--- config.mk ---
export PLATFORM = sky130hd
export DESIGN_NAME = gpr_bank
export DESIGN_NICKNAME = d
export VERILOG_FILES = /design/src/rtl/gpr_bank.sv
export SDC_FILE = /design/constraint.sdc
export NUM_CORES = 2
export LEC_CHECK = 0
export BUFFER_PORTS_ARGS = -buffer_cell sky130_fd_sc_hd__buf_2
export CELL_PAD_IN_SITES_DETAIL_PLACEMENT = 1
export CELL_PAD_IN_SITES_GLOBAL_PLACEMENT = 1
export CORE_ASPECT_RATIO = 0.75
export CORE_UTILIZATION = 40
export CTS_BUF_LIST = sky130_fd_sc_hd__clkbuf_8 sky130_fd_sc_hd__clkbuf_16
export CTS_CLUSTER_DIAMETER = 50
export DETAILED_ROUTE_END_ITERATION = 10
export PLACE_DENSITY = 0.67
export SYNTH_ARGS = -nofsm -noshare
export SYNTH_HDL_FRONTEND = slang
export SYNTH_SLANG_ARGS = --single-unit
--- constraint.sdc ---
create_clock -name clk -period 48.3 [get_ports clk]
set_input_delay 7.245 -clock clk [delete_from_list [all_inputs] [get_ports clk]]
set_output_delay 7.245 -clock clk [all_outputs]
set_load 0.1 [all_outputs]
--- src/rtl/gpr_bank.sv ---
// -----------------------------------------------------------------------------
// gpr_bank
//   General-purpose register bank: 2^ADDR_W registers of DATA_W bits with two
//   combinational read ports, one synchronous write port, a flag register
//   aliased at index FLAG_ADDR, and a multi-cycle bank-clear sequencer.
//
//   Register 0 is hard-wired to zero. FLAG_ADDR must be nonzero and < DEPTH.
//
//   Optional feature macro: GPR_BYPASS_EN
//     Defined   -> pending writes / flag sets are forwarded onto the read
//                  ports in the same cycle (nflag beats din).
//     Undefined -> reads return stored contents only.
//
// Ports:
//   clk       in   clock, rising edge
//   reset     in   asynchronous active-high reset
//   we        in   write enable for awr/din
//   flag_op   in   2'b00 DIS, 2'b01 SET, 2'b10 SET_AND_WR, 2'b11 DIS
//   a1, a2    in   read addresses
//   awr       in   write address
//   din       in   write data
//   nflag     in   new flag value
//   clr_req   in   request to zero the whole bank
//   rd1, rd2  out  regs[a1], regs[a2] (combinational)
//   flag      out  regs[FLAG_ADDR] (combinational)
//   busy      out  clear sequence in progress
//   clr_done  out  one-cycle pulse when the clear sequence finishes
// -----------------------------------------------------------------------------
module gpr_bank #(
    parameter int DATA_W    = 32,
    parameter int ADDR_W    = 5,
    parameter int FLAG_ADDR = 30
) (
    input  logic              clk,
    input  logic              reset,
    input  logic              we,
    input  logic [1:0]        flag_op,
    input  logic [ADDR_W-1:0] a1,
    input  logic [ADDR_W-1:0] a2,
    input  logic [ADDR_W-1:0] awr,
    input  logic [DATA_W-1:0] din,
    input  logic [DATA_W-1:0] nflag,
    input  logic              clr_req,
    output logic [DATA_W-1:0] rd1,
    output logic [DATA_W-1:0] rd2,
    output logic [DATA_W-1:0] flag,
    output logic              busy,
    output logic              clr_done
);

    localparam int                DEPTH    = 1 << ADDR_W;
    localparam logic [ADDR_W-1:0] FLAG_IDX = ADDR_W'(FLAG_ADDR);
    localparam logic [ADDR_W-1:0] LAST_IDX = ADDR_W'(DEPTH - 1);
    localparam logic [ADDR_W-1:0] ONE_IDX  = ADDR_W'(1);

    typedef enum logic [0:0] {
        ST_IDLE  = 1'b0,
        ST_CLEAR = 1'b1
    } state_t;

    logic [DATA_W-1:0] regs_r [DEPTH];

    state_t            state_r, state_s;
    logic [ADDR_W-1:0] cnt_r, cnt_s;
    logic              busy_r, busy_s;
    logic              clr_done_r, clr_done_s;
    logic              armed_r, armed_s;

    logic              clearing_s;
    logic              write_en_s;
    logic              flag_set_s;

    // Write / flag-set qualifiers; every port command is ignored while clearing.
    always_comb begin
        clearing_s = (state_r == ST_CLEAR);
        write_en_s = !clearing_s && we && (awr != '0) && (flag_op != 2'b01);
        flag_set_s = !clearing_s && ((flag_op == 2'b01) || (flag_op == 2'b10));
    end

    // Read mux shared by all three read outputs; address 0 always reads zero.
    function automatic logic [DATA_W-1:0] read_port(input logic [ADDR_W-1:0] addr);
        logic [DATA_W-1:0] val;
        val = regs_r[addr];
        if (addr == '0) begin
            val = '0;
`ifdef GPR_BYPASS_EN
        end else if (!reset && flag_set_s && (addr == FLAG_IDX)) begin
            // Flag set wins over a colliding ordinary write, as in storage.
            val = nflag;
        end else if (!reset && write_en_s && (addr == awr)) begin
            val = din;
`endif
        end else begin
            val = regs_r[addr];
        end
        return val;
    endfunction

    // Combinational read ports.
    always_comb begin
        rd1  = read_port(a1);
        rd2  = read_port(a2);
        flag = read_port(FLAG_IDX);
    end

    // Register storage: clear sequencer, ordinary write, then flag set (last wins).
    always_ff @(posedge clk or posedge reset) begin
        if (reset) begin
            for (int i = 0; i < DEPTH; i++) begin
                regs_r[i] <= '0;
            end
        end else if (clearing_s) begin
            regs_r[cnt_r] <= '0;
        end else begin
            if (write_en_s) begin
                regs_r[awr] <= din;
            end
            if (flag_set_s) begin
                regs_r[FLAG_IDX] <= nflag;
            end
        end
    end

    // Clear sequencer next-state logic. armed_r blocks a held clr_req from
    // starting a second sequence until it has been seen low in IDLE.
    always_comb begin
        state_s    = state_r;
        cnt_s      = cnt_r;
        busy_s     = 1'b0;
        clr_done_s = 1'b0;
        armed_s    = armed_r;
        case (state_r)
            ST_IDLE: begin
                if (clr_req && armed_r) begin
                    state_s = ST_CLEAR;
                    cnt_s   = ONE_IDX;
                    busy_s  = 1'b1;
                    armed_s = 1'b0;
                end else begin
                    armed_s = armed_r | ~clr_req;
                end
            end
            ST_CLEAR: begin
                // Terminates on the last index so the counter never wraps to 0.
                if (cnt_r == LAST_IDX) begin
                    state_s    = ST_IDLE;
                    cnt_s      = ONE_IDX;
                    clr_done_s = 1'b1;
                end else begin
                    cnt_s  = cnt_r + ONE_IDX;
                    busy_s = 1'b1;
                end
            end
            default: begin
                state_s = ST_IDLE;
                cnt_s   = ONE_IDX;
            end
        endcase
    end

    // Clear sequencer state and registered handshake outputs.
    always_ff @(posedge clk or posedge reset) begin
        if (reset) begin
            state_r    <= ST_IDLE;
            cnt_r      <= ONE_IDX;
            busy_r     <= 1'b0;
            clr_done_r <= 1'b0;
            armed_r    <= 1'b1;
        end else begin
            state_r    <= state_s;
            cnt_r      <= cnt_s;
            busy_r     <= busy_s;
            clr_done_r <= clr_done_s;
            armed_r    <= armed_s;
        end
    end

    assign busy     = busy_r;
    assign clr_done = clr_done_r;

endmodule

* After elaboration in Yosys (flattened, before gate mapping) *
Index checks and enable logic that the tools add are counted.

operators by class
  add/subtract/negate cells = 1
  order comparisons = 6
  equality and inequality tests = 5
  mux-type cells = 25
  bitwise logic cells = 9
  reductions and logical operators = 14

operators with widths
  kind                  count
  $mux 1024             2
  $and 1024x1024->1024  1
  $bwmux 1024           1
  $not 1024->1024       1
  $bmux 32 s5           2
  $demux 32 s5          2
  $mux 32               9
  $ge 6x6->1 const B    4
  $not 5->6             4
  $lt 6x1->1 const B    2
  $logic_not 5->1       2
  $mux 5                2
  $pmux 5 s2            1
  $logic_and 1x1->1     7
  $add 5x1->5 const B   1
  $eq 5x5->1 const B    1
  $mux 1                5
  $reduce_bool 5->1     1
  $reduce_bool 3->1     1
  $eq 2x1->1 const B    1
  $eq 2x2->1 const B    1
  $ne 2x1->1 const B    1
  $ne 2x2->1 const B    1
  $not 1->1             2
  5 further kinds       5

storage, ports and cells
  bits in registers = 1032
  output and inout port bits = 98

* Logic depth before layout (Yosys ltp) *
  word-level depth = 9
  mapped depth = 9
  mapped depth without buffers = 6

* Least setup slack after synthesis *
No wires, ideal clock.

  path type = input port to output port
  start = input a2[0]
  end = output rd2[16]
  data arrival time = 11021 ps
  setup slack = 30034 ps
  stages on the path = 7
  buffers on the path = 4
  cell sequence = buf_2 -> inv_1 -> clkbuf_1 -> buf_1 -> clkbuf_1 -> o2111ai_1 -> a311oi_1

between the ends
  longest elaborated chain between the ends = 5
  elaborated cells between the ends (all ways) = 6

ends and longest elaborated chain
  what                                         line  text
  from (decl)                                  39    input logic [ADDR_W-1:0] a2,
  $not 5->6 (implied by the code)              94    val = regs_r[addr];
  $bmux 32 s5                                  94
  $mux 32 (implied by the code) (2 in series)  94
  $mux 32 *                                    84    if (addr == '0) begin
  to (decl)                                    45    output logic [DATA_W-1:0] rd2,

Mark *: on every way between the ends. The rest lies on a longest branch, timed or not. The select of a mux whose other input is x is not followed.

* Worst setup path in the final report *
  start = input a2[2]
  end = output rd2[9]

Same word-level chain as after synthesis.

==> reports/metrics.cfg <==
[grt]
grt_pass1_wl_um=312000
grt_use_met1=0.439
antenna_found_initial=4
grt_max_degree=165
gr-usage-met2=0.462
grt_pass1_vias=42200
use_met3=0.0703
overflow=0
grt.busiest_layer=met2
grt_util_all_layers=0.314

[placement]
dp_hpwl_um=125000
gp_congestion=0.897
portBuffers=182
placed_cells=5397

[yosys]
postSynth.asyncResetShare=1.00
netlist_area_mm2=0.0536
synth_top_area_frac=0.481
syn-num-nets=3965
yosysSeqAreaShare=0.482
synth_top_cell_by_area=dfrtp_1
synth_fa_ha_area_frac=0.00140
yosysWarnings=0
yosys_register_bits=1032
avgSynthCellArea_um2=13.8
yosys.area_share.simple=0.0254
synth-xor-area-share=0.000327
syn-instance-count=3874
synth-compound-area-share=0.215
synth_area_leaders=dfrtp_1 (48%), mux4_2 (19%), a22o_1 (16%)
synth_cell_types=47
muxShareOfSynthArea=0.232
post-synth-top-count-cell=dfrtp_1
synth_flop_cell=dfrtp_1
synth_top_family_by_area=multiplexers
synth_edf_count=0
netlist_top_cells_count=dfrtp_1 (1030), a22o_1 (960), mux4_2 (448), clkbuf_1 (378), mux2i_1 (160)

[clocking]
cts_resized=0
h-tree-depth=3
cts_num_sinks=1032
ctsHoldBuffers=0
cts_made_buffers=112
clk_pin_slew_ns=0.06
cts_setup_buffers=0
cts_root_buf=clkbuf_16
clock_path_buffers=3
cts_tree=done
clock_latency_ns=0.76

[route]
dr.pass1.iters=6
drt-total-wl_um=211000
vias=40800
postRouteAntennaNets=0
wire_per_inst_um=37.7
viasPerCell=7.28
drc=0
first_iter_violations=4980

[worst_hold_path]
hold_path.class=register to register

[die]
rows=115
die_y_um=319
die_w_um=425
num_io_pins=183
core-area_mm2=0.132
die-area_mm2=0.135
start_util=0.406

[finish]
drive_above_1_share=0.286
nets=3847
fillerInstances=13000
syn_to_final_growth_pct=12.0
final_util=0.455
final_cells=5606

[timing]
slew-limit-headroom=0.176
period_minus_slack_ns=19.06
period_share=0.395
finalMaxSlewViolations=0
rsz0062_at_grt=no
setup_tns_ns=0
hold_violations=0
hold_slack_ns=0.495
setup_violations=0
tightest_slew_ns=1.23
clock_skew_ns=0.0292
max_freq_mhz=52.5

[critical_path]
crit_top_cell=buf_4
critPathKind=input pin to primary output
critical_path.cell_chain=buf_8, buf_4, buf_4, mux4_2, o2111ai_1, a311oi_1, buf_2
max_stage_delay_ns=0.92
slowest_stage=a311oi_1
endpoint_kind=primary output
worstPathRequired_ns=41.06
path_max_fanout=89
crit_arrival_ns=11.82
startpoint_type=input pin

[power]
power.total_mw=2.85
p_per_area_mw_per_mm2=47.5
ir_worst_vdd_mv=0.0444
p_leak_nw=26.5

[outcome]
status=finished, final reports clean

[flow_run]
maxCapViolCount=0

==> final cells by class <==
type / instances / area (µm²) / share of cell area
Multi-Input combinational cell: 2296 / 25900 / 0.432
Timing Repair Buffer: 306 / 1920 / 0.0321
Tap cell: 1755 / 2200 / 0.0366
Antenna cell: 1 / 2.50 / 0.0000417
Inverter: 8 / 40.0 / 0.000667
Clock inverter: 76 / 975 / 0.0162
Sequential cell: 1032 / 25800 / 0.430
Clock buffer: 132 / 3090 / 0.0515
==> kinds of logic (layout without fill, tap and decap cells) <==
group	after synthesis	count (layout)
AOI/OAI and AO/OA	1398	1398
xor gates and xnor gates	2	2
adders and majority gates	6	6
buffers and inverters	546	522
DFF	1032	1032
muxes	672	672
other	0	1
and+or+nand+nor	218	218
==> routing by layer <==
metal | up-vias | wire (µm)
li1 | 15500 | -
met1 | 22300 | 85800
met2 | 2461 | 94700
met3 | 505 | 20000
met4 | 2 | 10900
met5 | - | 11
==> path summary, 6_finish.rpt <==
kind                                startpoint                      end  slack, ns  depth (start not counted)
max                                      a2[2]                   rd2[9]      29.24                          7
min                        armed_r$_DFFE_PP1N_      armed_r$_DFFE_PP1N_       0.50                          2
max reg2reg                     busy$_DFF_PP0_  regs_r[813]$_DFFE_PP0P_      44.92                          7
min reg2reg                armed_r$_DFFE_PP1N_      armed_r$_DFFE_PP1N_       0.50                          2
max in group asynchronous                reset  regs_r[687]$_DFFE_PP0P_      37.89                          6
min in group asynchronous                reset  regs_r[247]$_DFFE_PP0P_       6.67                          2
==> metrics by stage <==
| step | worst slack, ns | area, µm² |
|---|---|---|
| 2_1_floorplan | 12.02 | 53600 |
| 3_3_place_gp | 29.31 | 55900 |
| 3_5_place_dp | 29.31 | 55900 |
| 4_1_cts | 29.30 | 60000 |
| 5_1_grt | 29.18 | 60000 |
| 6_report | 29.24 | 60000 |
==> power by group <==
group | switching (mW) | internal (mW) | total (mW)
Sequential | 0.140 | 1.01 | 1.15
Clock | 0.397 | 0.557 | 0.953
Combinational | 0.465 | 0.279 | 0.744
==> cells in the final DEF (no fill, tap or decap), drive strengths merged, types with 4 or more instances in the layout <==
cell type	count
a211oi	64
a21oi	30
a221oi	47
a22o	960
a22oi	65
a311oi	64
and2	39
buf	306
bufinv	18
clkbuf	132
clkinv	34
clkinvlp	10
dfrtp	1030
ha	6
inv	22
mux2	64
mux2i	160
mux4	448
nand2	45
nand2b	4
nor2	7
nor2b	68
nor3	31
o2111ai	17
o21ai	115
o2bb2ai	32
or3b	4
==> worst max-delay path, delay by kind of cell <==
kind | cells | cell delay (ns)
compound gates | 2 | 1.15
buf+inv | 4 | 2.95
mux | 1 | 0.35
==> sequential cells by signal, summed over array words and instances (netlist names) <==
register and flops:
cnt_r 5, busy 1, armed_r 1, clr_done 1, flag 32, regs_r 992
Power figures use the tool's default switching activity.
